===== src/rtl/hazard_fwd_unit.sv =====
// hazard_fwd_unit: hazard detection and forwarding controller for the 5-stage core.
// Keeps a shadow E/M/W copy of register tags and write enables, and derives
// stall, flush and forwarding selects for the datapath pipeline registers.
//
// Ports:
//   clk, reset            clock; asynchronous active-high reset (clears shadow)
//   valid_d               decode holds a real instruction
//   ra1_d, ra2_d, wa3_d   decode source A/B and destination tags
//   regwrite_d            decode instruction writes wa3_d
//   memtoreg_d            decode instruction is a load
//   pcsrc_e               branch taken, resolved in E
//   stall_f, stall_d      hold fetch PC / F-D register (combinational)
//   flush_d, flush_e      clear F-D / D-E register (combinational)
//   fwd_a_e, fwd_b_e      operand select in E: 00 regfile, 10 from M, 01 from W
//   stall_cnt, flush_cnt  performance counters, present only with HAZARD_PERF_EN
//
// Build option: define HAZARD_PERF_EN to add the stall/branch counters.
module hazard_fwd_unit #(
  parameter int unsigned RW = 4
) (
  input  logic          clk,
  input  logic          reset,
  input  logic          valid_d,
  input  logic [RW-1:0] ra1_d,
  input  logic [RW-1:0] ra2_d,
  input  logic [RW-1:0] wa3_d,
  input  logic          regwrite_d,
  input  logic          memtoreg_d,
  input  logic          pcsrc_e,
  output logic          stall_f,
  output logic          stall_d,
  output logic          flush_d,
  output logic          flush_e,
  output logic [1:0]    fwd_a_e,
`ifdef HAZARD_PERF_EN
  output logic [1:0]    fwd_b_e,
  output logic [31:0]   stall_cnt,
  output logic [31:0]   flush_cnt
`else
  output logic [1:0]    fwd_b_e
`endif
);

  // Tag used for PC reads; never hazard-checked or forwarded.
  localparam logic [RW-1:0] PC_TAG = RW'(15);

  logic [RW-1:0] ra1_e_q, ra1_e_d;
  logic [RW-1:0] ra2_e_q, ra2_e_d;
  logic [RW-1:0] wa3_e_q, wa3_e_d;
  logic          regwrite_e_q, regwrite_e_d;
  logic          memtoreg_e_q, memtoreg_e_d;
  logic [RW-1:0] wa3_m_q, wa3_m_d;
  logic          regwrite_m_q, regwrite_m_d;
  logic [RW-1:0] wa3_w_q, wa3_w_d;
  logic          regwrite_w_q, regwrite_w_d;

  logic          ldstall;

  // Forward select for one E source: M beats W, PC tag never forwards.
  function automatic logic [1:0] fwd_sel(input logic [RW-1:0] src,
                                         input logic          rw_m,
                                         input logic [RW-1:0] wa_m,
                                         input logic          rw_w,
                                         input logic [RW-1:0] wa_w);
    logic [1:0] sel;
    sel = 2'b00;
    if (src != PC_TAG) begin
      if (rw_m && (wa_m == src))      sel = 2'b10;
      else if (rw_w && (wa_w == src)) sel = 2'b01;
    end
    return sel;
  endfunction

  // Load-use detect against the load sitting in E.
  always_comb begin
    ldstall = 1'b0;
    if (memtoreg_e_q && regwrite_e_q && (wa3_e_q != PC_TAG) && valid_d &&
        ((ra1_d == wa3_e_q) || (ra2_d == wa3_e_q)))
      ldstall = 1'b1;
  end

  // A taken branch squashes the stalled instruction, so it overrides the stall.
  assign stall_f = ldstall & ~pcsrc_e;
  assign stall_d = ldstall & ~pcsrc_e;
  assign flush_d = pcsrc_e;
  assign flush_e = ldstall | pcsrc_e;

  assign fwd_a_e = fwd_sel(ra1_e_q, regwrite_m_q, wa3_m_q, regwrite_w_q, wa3_w_q);
  assign fwd_b_e = fwd_sel(ra2_e_q, regwrite_m_q, wa3_m_q, regwrite_w_q, wa3_w_q);

  // Shadow pipeline advance; E takes a bubble on flush or empty decode.
  always_comb begin
    wa3_w_d      = wa3_m_q;
    regwrite_w_d = regwrite_m_q;
    wa3_m_d      = wa3_e_q;
    regwrite_m_d = regwrite_e_q;
    ra1_e_d      = '0;
    ra2_e_d      = '0;
    wa3_e_d      = '0;
    regwrite_e_d = 1'b0;
    memtoreg_e_d = 1'b0;
    if (!flush_e && valid_d) begin
      ra1_e_d      = ra1_d;
      ra2_e_d      = ra2_d;
      wa3_e_d      = wa3_d;
      regwrite_e_d = regwrite_d;
      memtoreg_e_d = memtoreg_d;
    end
  end

  always_ff @(posedge clk or posedge reset) begin
    if (reset) begin
      ra1_e_q      <= '0;
      ra2_e_q      <= '0;
      wa3_e_q      <= '0;
      regwrite_e_q <= 1'b0;
      memtoreg_e_q <= 1'b0;
      wa3_m_q      <= '0;
      regwrite_m_q <= 1'b0;
      wa3_w_q      <= '0;
      regwrite_w_q <= 1'b0;
    end else begin
      ra1_e_q      <= ra1_e_d;
      ra2_e_q      <= ra2_e_d;
      wa3_e_q      <= wa3_e_d;
      regwrite_e_q <= regwrite_e_d;
      memtoreg_e_q <= memtoreg_e_d;
      wa3_m_q      <= wa3_m_d;
      regwrite_m_q <= regwrite_m_d;
      wa3_w_q      <= wa3_w_d;
      regwrite_w_q <= regwrite_w_d;
    end
  end

`ifdef HAZARD_PERF_EN
  logic [31:0] stall_cnt_q, stall_cnt_d;
  logic [31:0] flush_cnt_q, flush_cnt_d;

  // Free-running event counters; wrap naturally at 2^32.
  always_comb begin
    stall_cnt_d = stall_cnt_q;
    flush_cnt_d = flush_cnt_q;
    if (stall_d) stall_cnt_d = stall_cnt_q + 32'd1;
    if (pcsrc_e) flush_cnt_d = flush_cnt_q + 32'd1;
  end

  always_ff @(posedge clk or posedge reset) begin
    if (reset) begin
      stall_cnt_q <= '0;
      flush_cnt_q <= '0;
    end else begin
      stall_cnt_q <= stall_cnt_d;
      flush_cnt_q <= flush_cnt_d;
    end
  end

  assign stall_cnt = stall_cnt_q;
  assign flush_cnt = flush_cnt_q;
`endif

endmodule


===== config.mk =====
export PLATFORM = sky130hd
export DESIGN_NAME = hazard_fwd_unit
export DESIGN_NICKNAME = d
export VERILOG_FILES = /design/src/rtl/hazard_fwd_unit.sv
export SDC_FILE = /design/constraint.sdc
export NUM_CORES = 1
export LEC_CHECK = 0
export ABC_AREA = 0
export CAP_MARGIN = 15
export CORE_MARGIN = 2
export CORE_UTILIZATION = 40
export DETAILED_ROUTE_END_ITERATION = 8
export HOLD_SLACK_MARGIN = 0.08
export PLACE_DENSITY = 0.72
export SLEW_MARGIN = 40
export SYNTH_ARGS = -nofsm -noshare
export SYNTH_HDL_FRONTEND = slang
export SYNTH_SLANG_ARGS = --single-unit

===== constraint.sdc =====
create_clock -name clk -period 1.6 [get_ports clk]
set_input_delay 0.32 -clock clk [delete_from_list [all_inputs] [get_ports clk]]
set_output_delay 0.32 -clock clk [all_outputs]
set_load 0.02 [all_outputs]

==> results of run 1 <==
-- synth_stat cells, drive strengths merged --
| master | instances |
|---|---|
| nor4 | 2 |
| nand3 | 4 |
| dfrtp | 24 |
| nor2b | 2 |
| xor2 | 6 |
| buf | 4 |
| nor3 | 2 |
| nand2 | 16 |
| or2 | 1 |
| nand4 | 6 |
| nor2 | 14 |
| o21a | 4 |
| a21oi | 1 |
| xnor2 | 16 |
| inv | 3 |
-- per-stage QoR --
step | area, sq um | instances | setup TNS, ps
final | 1640 | 180 | -1860
after global routing | 1640 | 180 | -2530
after CTS | 1570 | 183 | -2240
after detailed placement | 1480 | 173 | -5620
after global placement | 1480 | 173 | -5140
after floorplan | 1100 | 105 | -46.6
-- routing by layer --
layer	GRT usage (%)	share of wire, %
met1	17.4	36
met3	2.33	5.1
met2	30.3	58
met4	2.04	0.67
met5	0	0
-- area by class of cell --
type / instances / area, sq um
Tap cell: 30 / 37.5
Inverter: 3 / 11.3
Timing Repair Buffer: 46 / 405
Clock buffer: 3 / 22.5
Multi-Input combinational cell: 74 / 559
Fill cell: 202 / 883
Sequential cell: 24 / 603
-- sequential cells by signal (all words and copies together), names as in the netlist --
register and cells:
memtoreg_e_q 1, ra1_e_q 4, ra2_e_q 4, regwrite_e_q 1, regwrite_m_q 1, regwrite_w_q 1
wa3_e_q 4, wa3_m_q 4, wa3_w_q 4
-- report_power, final --
group | switching, mW | internal (mW)
combinational | 0.0886 | 0.107
clock | 0.151 | 0.0875
sequential | 0.0242 | 0.630
-- tightest hold or removal path, delay by kind of cell --
kind / cells / cell delay (ps)
buf+inv: 3 / 720
-- final timing paths --
kind / startpoint / slack [ps] / endpoint / depth (start not counted)
setup / recovery: wa3_e_q[3] / -350 / stall_d / 5
max in group asynchronous: reset / 1020 / wa3_e_q[2] / 3
min in group clk: ra2_d[2] / 400 / ra2_e_q[2] / 3
setup reg to reg: wa3_e_q[3] / 150 / regwrite_e_q / 7
hold reg to reg: regwrite_e_q / 400 / regwrite_m_q / 0
hold / removal: reset / 350 / memtoreg_e_q / 3
-- kinds of logic (layout without fill, tap and decap cells) --
group,after synthesis,count (layout),synth area share (%)
flops,24,24,55.3
xor+xnor,22,22,17.7
simple gates,47,47,19.5
buf+inv,7,52,3.92
compound gates,5,5,3.57
-- what timing repair did --
action	4_1_cts	5_1_grt
resized for setup	58	18
pin swaps	12	9
buffers inserted	7	2
endpoints found under the setup margin	8	9
-- cells in the final DEF (no fill, tap or decap) --
cell and n:
dlygate4sd2_1 8, nor2b_1 1, xor2_2 2, dfrtp_2 2, nor2_1 14, nand3_2 2
nor2b_4 1, xor2_1 4, nand2_1 16, clkdlybuf4s50_1 9, nand3_1 1, nand4_1 6
xnor2_4 1, buf_6 7, buf_2 1, xnor2_2 2, or2_4 1, nor3_2 1
nor3_1 1, clkdlybuf4s15_2 1, clkbuf_4 3, nor4_4 2, a21oi_2 1, xnor2_1 13
dfrtp_1 22, nand3_4 1, inv_1 3, buf_4 20, o21a_1 4
==> results.json, run 1 <==
{
  "holdWs_ps": 346,
  "cp.arrival_ps": 1630,
  "cts_hold_buffers": 0,
  "drt_iter0_markers": 17,
  "die_area_sq_um": 3150,
  "cts_tree": "done",
  "fin_total_pwr_mw": 1.09,
  "timing.final.crit_share_pct": 122,
  "core_area_sq_um": 2520,
  "yosys.area.top_type": "dfrtp_1",
  "postLayoutCoreUtil_pct": 65.0,
  "netlist_top_cells_area": "dfrtp_1, xnor2_1, nand2_1",
  "cpPeakStageDelay_ps": 450,
  "drcViolationCount": 0,
  "chipHeight_microns": 56.1,
  "grt_max_degree": 25,
  "yosys_warnings": 0,
  "required_ps": 1280,
  "setup_ws_ps": -353,
  "root_buffer": "clkbuf_4",
  "num_vias": 878,
  "syn_to_final_growth_pct": 50.9,
  "final_nets": 170,
  "postRouteWirelength_microns": 2370,
  "rows": 18,
  "syn_avg_cell_area_sq_um": 10.3,
  "diodes": 0,
  "antenna_found_initial": 0,
  "grt_usage_pct": 15.3,
  "clock_latency_ps": 290,
  "yosys.area.top_type_share_pct": 55.3,
  "power_density_nw_per_um2": 664,
  "hp-class": "in -> async",
  "clk_pin_slew_worst_paths_ps": 110,
  "critical_path.slowest_cell": "dfrtp_1",
  "leakagePower_nw": 0.753,
  "ys_seq_area_share_pct": 55.3,
  "port_buffers": 25,
  "rsz0062_at_grt": "true",
  "ys_ff_latch": 24,
  "cts_buffers": 3,
  "cts_buffer_depth": 2,
  "cp-end-kind": "output port",
  "initial_utilization_pct": 43.1,
  "worstSetupPathType": "reg -> out",
  "crit_family": "flip-flops",
  "wl_per_cell_microns": 13.2,
  "dp_hpwl_microns": 1700,
  "drive_above_1_share_pct": 32.0,
  "overflow": 0,
  "ctsHtreeMaxLevel": 1,
  "cts.sinks": 24,
  "grt_pass1_wl_microns": 3870,
  "place_congestion": 0.897,
  "die_x_microns": 56.1,
  "maxSlewViolCount": 0,
  "synth_fp_nets": 123,
  "io_pins": 26,
  "max_clock_freq_mhz": 512,
  "failed_checks": "setup timing",
  "post_synth_instance_area_sq_um": 1090,
  "grt_pass1_vias": 903,
  "drt_pass1_iterations": 4,
  "critPathLaunchType": "register",
  "vdd_drop_max_mv": 0.429,
  "hold_viol_final": 0,
  "path_max_fanout": 4,
  "antenna_left": 0,
  "period_minus_slack_ps": 1950,
  "finalSetupViolCount": 7,
  "maxCapViolations": 0,
  "pre_cts_slack_ps": -808,
  "avgViaCountPerCell": 4.88,
  "fin_worst_skew_ps": 4.42,
  "path_cells": "xnor2_1 -> nand4_1 -> a21oi_2 -> nor2b_4 -> buf_4",
  "postSynthCellCount": 105,
  "path_buf_inv": 1,
  "slew-limit-headroom_pct": 80.4,
  "ys_types": 17,
  "status": "finished, violations left",
  "worstMarginPinSlew_ps": 292
}
Note: power is estimated with default switching activity, not from simulation.
==> run 2, diff against run 1 <==
- HOLD_SLACK_MARGIN: 0.08 -> 0.03
==> results of run 2 <==
Final layout, timing and power as in run 1 (identical DEF).
==> run 3, diff against run 2 <==
- ABC_AREA: 0 -> 1
- MAX_ROUTING_LAYER: unset -> met4
- PLACE_DENSITY: 0.72 -> 0.7
==> results.json, run 3 <==
{
  "status": "finished, violations left",
  "failed_checks": "setup timing",
  "die_x_microns": 59.1,
  "clk_pin_slew_worst_paths_ps": 130,
  "avgViaCountPerCell": 4.67,
  "holdWs_ps": 325,
  "rows": 19,
  "yosys.area.top_type": "dfrtp_1",
  "ys_seq_area_share_pct": 49.5,
  "cp-end-kind": "output port",
  "diodes": 0,
  "max_clock_freq_mhz": 545,
  "syn_avg_cell_area_sq_um": 8.26,
  "grt_pass1_vias": 1009,
  "synth_edf_count": 0,
  "place_congestion": 0.862,
  "root_buffer": "clkbuf_4",
  "use_met3_pct": 3.28,
  "final_common_cell": "nand2_1",
  "yosys_warnings": 0,
  "drcViolationCount": 0,
  "cts_tree": "done",
  "worstReg2RegStart": "wa3_e_q[1]",
  "wl_per_cell_microns": 11.1,
  "worstSetupPathType": "reg -> out",
  "core_area_sq_um": 2830,
  "slew-limit-headroom_pct": 80.3,
  "postLayoutCoreUtil_pct": 60.4,
  "critical_path.slowest_cell": "dfrtp_2",
  "vdd_drop_max_mv": 0.390,
  "cts.sinks": 24,
  "busiest_layer": "met2",
  "overflow": 0,
  "crit_top_cell": "nand2_1",
  "cpPeakStageDelay_ps": 460,
  "initial_utilization_pct": 42.9,
  "required_ps": 1280,
  "ctsHtreeMaxLevel": 1,
  "rsz0062_at_grt": "true",
  "drt_iter0_markers": 30,
  "worstMarginPinSlew_ps": 295,
  "antenna_left": 0,
  "fin_area_sq_um": 1710,
  "syn_to_final_growth_pct": 40.7,
  "power_density_nw_per_um2": 689,
  "postSynthCellCount": 147,
  "path_cells": "nand2_1 -> nand2_1 -> nor2_2 -> nand2_1 -> nand2_1 -> nand2_2 -> nor2_4 -> buf_6",
  "critPathLaunchType": "register",
  "placed_cells": 218,
  "yosysMostFrequentCell": "nand2_1",
  "pre_cts_slack_ps": -797,
  "startpoint": "wa3_e_q[1]",
  "path_max_fanout": 5,
  "fin_worst_skew_ps": 7.29,
  "dp_hpwl_microns": 1880,
  "grt_usage_pct": 16.5,
  "postRouteWirelength_microns": 2540,
  "grtUsageMet2_pct": 30.8,
  "setup-tns-final_ps": -1370,
  "drive_above_1_share_pct": 31.0,
  "chipHeight_microns": 59.1,
  "async_flop_share_pct": 100,
  "num_vias": 1065,
  "dpl_cell_area_sq_um": 1610,
  "rrSetupSlack_ps": 130,
  "port_buffers": 25,
  "synthFlopType": "dfrtp_1",
  "timing.final.crit_share_pct": 115,
  "synth.top_cells.by_count": "nand2_1, inv_1, dfrtp_1",
  "yosys.area.top_type_share_pct": 49.5,
  "drt_pass1_iterations": 4,
  "ys_ff_latch": 24,
  "cts_buffer_depth": 2,
  "clock_latency_ps": 310,
  "leakagePower_nw": 0.908,
  "finalSetupViolCount": 7,
  "final_cells": 228,
  "maxCapViolations": 0,
  "hold_viol_final": 0,
  "ys_types": 25,
  "synth_fp_nets": 165,
  "die_area_sq_um": 3490,
  "hp-class": "in -> async",
  "fin_total_pwr_mw": 1.18,
  "final_cell_mix": "nand2_1, buf_4, inv_1",
  "grt_max_degree": 25,
  "cp.arrival_ps": 1510,
  "final_nets": 216,
  "netlist_top_cells_area": "dfrtp_1, nand2_1, inv_1",
  "post_synth_instance_area_sq_um": 1210,
  "antenna_found_initial": 0,
  "cts_buffers": 3,
  "grtUsageMet1_pct": 17.5,
  "io_pins": 26,
  "setup_ws_ps": -233,
  "period_minus_slack_ps": 1830,
  "maxSlewViolCount": 0,
  "grt_pass1_wl_microns": 4160
}
-- run 3: cell types whose count changed after synthesis, moves of 4 or more --
| cell | change |
|---|---|
| xnor2_1 | -15 |
| inv_1 | +22 |
| nand2_1 | +19 |
| o21a_1 | -4 |
| o22ai_1 | +4 |
| xor2_1 | -4 |
| nor2_2 | +9 |
-- run 3: logic make-up (layout without fill, tap and decap cells) --
logic type | count (synthesis) | after routing | synth area share [%]
AOI/OAI and AO/OA | 15 | 15 | 7.73
xor gates and xnor gates | 3 | 3 | 2.17
and+or+nand+nor | 74 | 74 | 29.1
buffers and inverters | 31 | 81 | 11.5
DFF | 24 | 24 | 49.5
-- run 3: final timing paths --
kind	end	cells past startpoint
min reg2reg	regwrite_m_q	0
min in group clk	regwrite_m_q	0
max	stall_d	8
max reg2reg	ra2_e_q[3]	9
min	wa3_e_q[0]	3
max in group asynchronous	ra2_e_q[1]	3
-- run 3: cell type report --
cell class | instances | area, sq um
well taps | 31 | 38.8
repair buffers | 49 | 417
inverters | 28 | 105
multi-input cells | 92 | 508
flip-flops and latches | 24 | 603
clock buffers | 4 | 36.3
fillers | 259 | 1120
-- run 3: where the power goes --
part	switching [mW]	total [mW]	internal, mW
sequential	0.0195	0.649	0.630
combinational	0.105	0.215	0.110
clock	0.174	0.313	0.139
total	0.298	1.18	0.878
-- run 3: worst max-delay path: cells and delay by family (launching register included) --
kind                   cells  cell delay, ps
buffers and inverters      1             130
flip-flops                 1             460
AND/OR/NAND/NOR            7             600
-- run 3: what timing repair did --
action / CTS / global route
resized for setup: 52 / 6
pin swaps: 11 / 5
setup buffers: 4 / 2
setup endpoints to repair: 8 / 8
hold buffers: 0 / 0
-- run 3: routing by layer --
metal	part of all wire, %	vias up
li1	-	549
met1	39	484
met2	56	28
met3	4.1	4
met4	1.1	0
met5	0	-
